File: src/rtl/fpu_vector_driver.sv
// Replays a small vector memory into an external FPU, waits a fixed latency per vector,
// and compares the returned result against the stored expected value.
module fpu_vector_driver #(
  parameter int DEPTH   = 8,
  parameter int LATENCY = 5,
  localparam int IW = (DEPTH > 1) ? $clog2(DEPTH) : 1,
  localparam int NW = $clog2(DEPTH + 1)
) (
  input  logic          clk,
  input  logic          rst,
  input  logic          wr_en,
  input  logic [IW-1:0] wr_addr,
  input  logic [31:0]   wr_a,
  input  logic [31:0]   wr_b,
  input  logic [1:0]    wr_op,
  input  logic [31:0]   wr_exp,
  input  logic [NW-1:0] num_vec,
  input  logic          start,
  input  logic [31:0]   outp,
  output logic [31:0]   A,
  output logic [31:0]   B,
  output logic [1:0]    opcode,
  output logic          busy,
  output logic          done,
  output logic          pass,
  output logic [NW-1:0] err_count,
  output logic          fail_valid,
  output logic [IW-1:0] fail_idx,
  output logic [31:0]   fail_out
);

  typedef enum logic [2:0] {
    S_IDLE, S_DRIVE, S_WAIT, S_CHECK, S_DONE
  } state_t;

  state_t state, state_nxt;

  logic [31:0] mem_a   [DEPTH];
  logic [31:0] mem_b   [DEPTH];
  logic [1:0]  mem_op  [DEPTH];
  logic [31:0] mem_exp [DEPTH];

  logic [IW-1:0] idx;
  logic [NW-1:0] nv_q;
  logic [NW-1:0] nv_in;
  logic [3:0]    wcnt;
  logic          last;
  logic          mism;
  logic          wr_ok;

  // Oversized run requests are clamped to the memory size.
  assign nv_in = (num_vec > NW'(DEPTH)) ? NW'(DEPTH) : num_vec;
  assign last  = (NW'(idx) == nv_q - NW'(1));
  assign mism  = (outp != mem_exp[idx]);
  assign wr_ok = !rst && wr_en && !busy && ({{(32-IW){1'b0}}, wr_addr} < 32'(DEPTH));

  // Vector memory keeps its contents across reset.
  always_ff @(posedge clk) begin
    if (wr_ok) begin
      mem_a[wr_addr]   <= wr_a;
      mem_b[wr_addr]   <= wr_b;
      mem_op[wr_addr]  <= wr_op;
      mem_exp[wr_addr] <= wr_exp;
    end
  end

  always_ff @(posedge clk) begin
    if (rst) state <= S_IDLE;
    else     state <= state_nxt;
  end

  always_comb begin
    state_nxt = state;
    case (state)
      S_IDLE, S_DONE: if (start) state_nxt = (nv_in == '0) ? S_DONE : S_DRIVE;
      S_DRIVE:        state_nxt = S_WAIT;
      S_WAIT:         if (wcnt == 4'(LATENCY - 1)) state_nxt = S_CHECK;
      S_CHECK:        state_nxt = last ? S_DONE : S_DRIVE;
      default:        state_nxt = S_IDLE;
    endcase
  end

  always_comb begin
    busy = 1'b0;
    done = 1'b0;
    pass = 1'b0;
    case (state)
      S_DRIVE, S_WAIT, S_CHECK: busy = 1'b1;
      S_DONE: begin
        done = 1'b1;
        pass = (err_count == '0);
      end
      default: ;
    endcase
  end

  always_ff @(posedge clk) begin
    if (rst) begin
      A          <= '0;
      B          <= '0;
      opcode     <= '0;
      err_count  <= '0;
      fail_valid <= 1'b0;
      fail_idx   <= '0;
      fail_out   <= '0;
      idx        <= '0;
      wcnt       <= '0;
      nv_q       <= '0;
    end else begin
      case (state)
        S_IDLE, S_DONE: begin
          if (start) begin
            nv_q       <= nv_in;
            idx        <= '0;
            err_count  <= '0;
            fail_valid <= 1'b0;
            fail_idx   <= '0;
            fail_out   <= '0;
          end
        end
        S_DRIVE: begin
          A      <= mem_a[idx];
          B      <= mem_b[idx];
          opcode <= mem_op[idx];
          wcnt   <= '0;
        end
        S_WAIT: wcnt <= wcnt + 4'd1;
        // Only the first mismatch is captured; later ones only bump the count.
        S_CHECK: begin
          if (mism) begin
            err_count <= err_count + NW'(1);
            if (!fail_valid) begin
              fail_valid <= 1'b1;
              fail_idx   <= idx;
              fail_out   <= outp;
            end
          end
          if (!last) idx <= idx + IW'(1);
        end
        default: ;
      endcase
    end
  end

endmodule

File: config.mk
export PLATFORM = sky130hd
export DESIGN_NAME = fpu_vector_driver
export DESIGN_NICKNAME = d
export VERILOG_FILES = /design/src/rtl/fpu_vector_driver.sv
export SDC_FILE = /design/constraint.sdc
export NUM_CORES = 1
export LEC_CHECK = 0
export ABC_CLOCK_PERIOD_IN_PS = 12800
export CORE_ASPECT_RATIO = 0.9
export CORE_MARGIN = 3
export CORE_UTILIZATION = 29
export CTS_CLUSTER_DIAMETER = 100
export DETAILED_ROUTE_END_ITERATION = 10
export PLACE_DENSITY = 0.48
export SYNTH_ARGS = -nofsm -noshare
export SYNTH_HDL_FRONTEND = slang
export SYNTH_SLANG_ARGS = --single-unit
File: constraint.sdc
create_clock -name clk -period 12.8 [get_ports clk]
set_clock_uncertainty 0.2 [all_clocks]
set_input_delay 2.56 -clock clk [delete_from_list [all_inputs] [get_ports clk]]
set_output_delay 2.56 -clock clk [all_outputs]
set_load 0.02 [all_outputs]
Word level (Yosys, flattened, before mapping)
Memories as Yosys holds them, arrays and structs flattened. A register that Yosys moved wholly into a read port is not among the register bits.
Index checks and enable logic that the tools add are counted.

word-level totals
  flip-flop bits (word level) = 54
  bits in latches = 0
  memory bits (writable) = 784
  memory bits (read-only) = 0
  input port bits = 141
  output and inout port bits = 109
  word-level logic and storage cells = 75
  memories = 4

memory list
  memory   words  width  read ports  clocked after Yosys merged registers in  write ports  line  source
  mem_a    8      32     1           1                                        1            38    logic [31:0] mem_a [DEPTH];
  mem_b    8      32     1           1                                        1            39    logic [31:0] mem_b [DEPTH];
  mem_exp  8      32     1           1                                        1            41    logic [31:0] mem_exp [DEPTH];
  mem_op   8      2      1           1                                        1            40    logic [1:0] mem_op [DEPTH];

operators by class
  add/subtract/negate cells = 4
  multipliers = 0
  divide/modulo/power cells = 0
  $lt $le $gt $ge = 1
  eq/ne operators = 12
  shift-type cells = 0
  muxes and demuxes = 30
  bitwise logic cells = 0
  reductions and logical operators = 16

operators by type and width
  operator                                              count
  2-to-1 mux 32 bit                                     3
  case mux 32 bit (2 select lines)                      1
  inequality test 32 bit                                1
  2-to-1 mux 3 bit                                      10
  case mux 4 bit (2 select lines)                       2
  2-to-1 mux 4 bit                                      3
  case mux 3 bit (2 select lines)                       2
  case mux 3 bit (4 select lines)                       1
  inequality test 2 bit (second input constant)         5
  adder 4 x 1 -> 4 bit (second input constant)          2
  zero test 4 bit                                       2
  2-to-1 mux 1 bit                                      7
  equality test 3 x 2 -> 1 bit (second input constant)  2
  AND reduction 3 bit                                   2
  equality test 3 x 4 -> 1 bit                          1
  equality test 4 x 3 -> 1 bit (second input constant)  1
  > comparator 4 bit (second input constant)            1
  AND reduction 2 bit                                   2
  AND reduction 4 bit                                   1
  nonzero test 2 bit                                    2
  subtractor 4 x 1 -> 4 bit (second input constant)     1
  adder 3 x 1 -> 3 bit (second input constant)          1
  equality test 3 x 1 -> 1 bit (second input constant)  1
  equality test 3 bit (second input constant)           1
  other kinds (6)                                       8

Longest topological paths before layout
Gate-level depths: netlist of run 1.

  depth in word-level cells = 7
  gate-level depth with buffers = 13
  gate-level depth less buffers = 9

Least setup slack after synthesis of run 1
OpenSTA, ideal clock, no wires.

  path type = input to register
  start = in wr_addr[0]
  end = mem mem_a[0][0] (enable)
  library setup time = 0.676 ns
  data arrival time = 9.930 ns
  required time = 11.924 ns
  setup slack = 1.994 ns
  cell stages on the path = 2
  buffers on the path = 0
  path through = or4b_2 > nor3_1

RTL lines
  what                line  source
  start: declaration  12    input logic [IW-1:0] wr_addr,
  end: declaration    38

No word-level cell before the write port.

Worst setup path after layout of run 1
  start = in wr_addr[0]
  end = mem mem_a[5][1] (enable)

No word-level cell before the write port.

==> results of run 1 <==
==> cell families (layout without fill, tap and decap cells) <==
kind of cell,after synthesis,count (layout),synth area share
xor+xnor,28,28,0.00716
compound gates,174,174,0.0385
simple gates,182,182,0.0267
other cells,0,8,0
fa+ha+maj,6,6,0.00219
mux,293,293,0.150
buf+inv,107,470,0.0163
flops,907,907,0.759
==> synth_stat cells (7+ instances only) <==
cell      number  area (um^2)
edfxtp_1     784        23500
mux4_2       176         3960
dfxtp_1      123         2460
mux2i_1      115         1150
nor2_1        90          338
a211oi_1      79          593
clkbuf_1      48          180
a22o_1        42          368
xor2_1        23          201
buf_1         20         75.1
nor2b_1       18          113
nand2_1       17         63.8
a21oi_1       13         65.1
buf_4         12         90.1
buf_6         12          135
inv_1         11         41.3
o21ai_0       11         55.1
nor4_1        10         62.6
nor3_1         8         40.0
a22oi_1        7         52.6
nand4_1        7         43.8
==> power breakdown <==
group / internal (mW) / switching [mW]
combinational: 0.289 / 0.391
sequential: 3.34 / 0.0709
clock: 1.56 / 1.14
total: 5.19 / 1.60
==> layer usage <==
metal  share of wire  wire length, um
met5          0.0011               91
met3           0.065             5590
met2            0.44            38000
met4           0.020             1730
met1            0.47            40400
==> state kept, by name, summed over array words and instances, names as in the netlist, 4 cells and up, named ones only <==
name and flops:
mem_exp 256, A 32, wcnt 4, mem_a 256, B 32, mem_op 16, fail_out 32, err_count 4
mem_b 256, nv_q 4
==> final cells by class <==
| cell class | instances | area [um^2] |
|---|---|---|
| Timing Repair Buffer | 278 | 2710 |
| Tap cell | 1560 | 1950 |
| Clock buffer | 141 | 2730 |
| Inverter | 11 | 41.3 |
| Fill cell | 10808 | 74600 |
| Antenna cell | 8 | 20.0 |
| Clock inverter | 40 | 352 |
| Multi-Input combinational cell | 683 | 7750 |
| Sequential cell | 907 | 26000 |
==> worst max-delay path: stages <==
cell             delay, ps
clkdlybuf4s50_1        490
nand4bb_1              530
nor2_4                 890
buf_4                  790
buf_4                  630
==> metrics by stage <==
stage                     setup WS [ps]  area, um^2  total power [mW]   util  instances
after CTS                          6920       41600              6.91  0.358       3620
after floorplan                    1990       34300              3.83      -       1697
after global routing               6750       41600              7.07  0.358       3620
after global placement             6260       38500              4.15  0.331       3439
after detailed placement           6190       38500              4.16  0.331       3439
final                              6940       41600              6.79  0.358       3628
==> how the worst max path moves through the flow <==
stage                        end  cells after the start
floorplan            mem_a[0][0]                      2
global placement     mem_a[5][4]                      5
detailed placement  mem_b[5][31]                      5
CTS                  mem_a[5][1]                      5
global route         mem_a[5][3]                      5
finish               mem_a[5][1]                      5
==> placed cells by master, fill, tap and decap left out, types with 13 or more instances in the layout <==
cell / instances
clkinv_1: 14
mux4_2: 176
dfxtp_1: 117
clkdlybuf4s50_1: 248
nor2_1: 84
a211oi_1: 79
buf_4: 30
nand2_1: 17
clkbuf_1: 34
a21oi_1: 13
edfxtp_1: 784
clkbuf_16: 100
mux2i_1: 115
a22o_1: 42
nor2b_1: 18
xor2_1: 23
==> out/metrics.yaml, run 1 <==
status: "finished, final reports clean"
syn_inst: 1697
viasPerCell: 4.69
r2r_slack_ps: 8000
wl_per_cell_um: 23.6
finalMaxSlewViolations: 0
cts_buffers: 98
r2r_end: "fail_out[16]"
layout_min_cycle_time_ps: 5860
slew_headroom: 0.240
ctsHoldBuffers: 0
critPathKind: "in -> reg"
min_from: "fail_out[18]"
clock_path_buffers: 3
arrival_ps: 5960
hpwlAfterDp_mm: 51.0
hold_viol: 0
drv_cap: 0
crit_required_ps: 12900
die_y_um: 332
grtUsageTotal: 0.140
grt_pass1_wl_mm: 126
overflow: 0
syn_area_mm2: 0.0343
ctsResizeCount: 0
synthesis.nets: 1844
io_pins: 250
top_usage_layer: "met2"
fin_crit_sh: 0.458
worst_ir_drop_vdd_uv: 111
dieWidth_um: 368
grt_use_met3: 0.0358
drive_above_1_share: 0.175
tns_ps: 0
p_leak_nw: 12.5
place.gp.congestion: 0.774
drtIter0Drc: 1247
worst_pin_slew_ps: 1140
htreeDepth: 3
drc_errors: 0
min_path_type: "reg -> reg"
ys.flop_type: "edfxtp_1"
met1_usage: 0.202
final_antenna_net_count: 0
endpoint_kind: "flop"
wirelength_mm: 85.7
setup_viol: 0
grt_max_degree: 83
fp.dieArea_mm2: 0.122
reg2regPathDepth: 9
holdPathEnd: "fail_out[18]"
yosys.cell_types.count: 55
cts_root_buf: "clkbuf_16"
avgSynthCellArea_um2: 20.2
seq_area_frac_synth: 0.759
rsz0062_at_grt: "false"
num_vias: 17008
synth-seq-cells: 907
clock_sinks: 907
hold_depth: 1
clkTransAtPathRegs_ps: 60
power_density_mw_per_mm2: 163
io_buffers: 249
final_nets: 2126
rows: 118
antenna_found_initial: 21
cp_max_fo: 44
core_area_mm2: 0.116
first_pass_iters: 7
grt_pass1_vias: 17876
use_met2: 0.209
critPathLaunch: "wr_addr[0]"
area_delta_synth_final_pct: 21.4
ys_async_sr_fraction: 0
cts_tree: "yes"
clk-insertion-delay-late_ps: 680
synth-edff-count: 784
cts_setup_buffers: 0
startpoint_type: "primary input"
whs_ps: 276
ys_warn_count: 0
max_freq_ghz: 0.171
start_util: 0.295
Note: power is estimated with default switching activity, not from simulation.
==> run 2, diff against run 1 <==
- ABC_CLOCK_PERIOD_IN_PS: 12800 -> 5650
- clock period: 12.8 -> 5.65 ns (I/O delays scaled with it)
==> run 2 against run 1 <==
Worst hold slack improved by 4.7 ps. Global-route usage decreased by 0.079 points. Non-clock buffer count rose by 15. First-iteration DRC count decreased by 3.3%. Utilization grew 0.48 points.
==> out/metrics.yaml, run 2 (synthesis gave the netlist of run 1 again) <==
min_path_type: "reg -> reg"
finalMaxSlewViolations: 0
layout_min_cycle_time_ps: 4230
drtIter0Drc: 1206
dpl_cell_area_mm2: 0.0389
min_from: "fail_out[24]"
fill_cells: 10803
power_density_mw_per_mm2: 372
num_vias: 17287
startpoint_type: "flop"
drv_cap: 0
htreeDepth: 3
grtUsageTotal: 0.139
fin_crit_sh: 0.749
cts_buffers: 97
first_pass_iters: 5
area_delta_synth_final_pct: 23.0
r2r_slack_ps: 1420
hold_viol: 0
wl_per_cell_um: 23.5
worst_ir_drop_vdd_uv: 303
viasPerCell: 4.75
core_area_mm2: 0.116
met1_usage: 0.197
final_common_cell: "edfxtp_1"
clock_sinks: 907
crit_required_ps: 6080
grt_pass1_wl_mm: 126
drc_errors: 0
final_nets: 2140
top_usage_layer: "met2"
rsz0062_at_grt: "false"
grt_max_degree: 133
grt_pass1_vias: 18121
critPathKind: "reg -> reg"
hpwlAfterDp_mm: 49.3
wirelength_mm: 85.3
worst_pin_slew_ps: 1200
rows: 118
die_y_um: 332
hold_depth: 1
overflow: 0
arrival_ps: 4660
final_cell_area_mm2: 0.0421
cts_root_buf: "clkbuf_16"
cp_max_fo: 45
antenna_found_initial: 10
ctsHoldBuffers: 0
fp.dieArea_mm2: 0.122
reg2regPathDepth: 10
final_antenna_net_count: 0
slew_headroom: 0.195
drive_above_1_share: 0.188
place.gp.congestion: 0.786
ctsResizeCount: 0
cts_tree: "yes"
dieWidth_um: 368
io_pins: 250
reg.largest.list: "mem_a (256), mem_b (256), mem_exp (256)"
endpoint_kind: "flop"
cts_setup_buffers: 0
setup_viol: 0
grt_use_met3: 0.0330
clkTransAtPathRegs_ps: 60
final_cell_mix: "edfxtp_1 (784), clkdlybuf4s50_1 (248), mux4_2 (176), dfxtp_1 (117), mux2i_1 (115)"
clk-insertion-delay-late_ps: 690
use_met2: 0.217
status: "finished, final reports clean"
start_util: 0.295
pre_cts_ws_ps: 1300
io_buffers: 249
clock_path_buffers: 3
worst_slack_ps: 1420
p_leak_nw: 12.7
max_freq_ghz: 0.236
[run 2: cell type report]
type                       instances  area (um^2)  area share
antenna                            1         2.50   0.0000594
clock buffer                     129         2640      0.0627
clock inverter                    54          586      0.0139
inverter                          11         41.3    0.000980
multi-input combinational        683         7770       0.184
sequential                       907        26000       0.618
tap                             1560         1950      0.0463
timing repair buffer             293         3120      0.0741
[run 2: worst paths after layout]
check,to
worst max-delay path,fail_out[4]
worst min-delay path,fail_out[24]
worst max register to register,fail_out[4]
worst min register to register,fail_out[24]
[run 2: power by group]
group          switching [mW]  internal [mW]
Clock                    2.62           3.76
Combinational           0.890          0.674
Sequential              0.170           7.56
Total                    3.68           12.0
[run 2: routing by layer]
metal | wire [um] | share of wire | vias to the layer above
met3 | 4910 | 0.058 | 109
met4 | 1610 | 0.019 | 4
li1 | - | - | 7588
met1 | 39400 | 0.46 | 9108
met5 | 31 | 0.00036 | -
met2 | 39400 | 0.46 | 478
[run 2: stage by stage]
stage | setup TNS [ps] | util | power [mW] | cells | hold WS (ps)
after floorplan | -392380 | - | 8.67 | 1697 | 257
after global placement | 0 | 0.335 | 9.44 | 3454 | 267
after detailed placement | 0 | 0.335 | 9.46 | 3454 | 266
after CTS | 0 | 0.363 | 15.9 | 3637 | 279
after global routing | 0 | 0.363 | 16.3 | 3637 | 298
final | 0 | 0.363 | 15.7 | 3638 | 281
[run 2: critical path, cell delays in order (launching register included)]
cell     delay, ps
dfxtp_4        810
buf_4          490
mux4_2         370
mux2i_1        370
xor2_1         120
nand4_1        160
nor4_2          60
and3_1         270
nor4b_4        760
buf_4          370
a22o_1         160
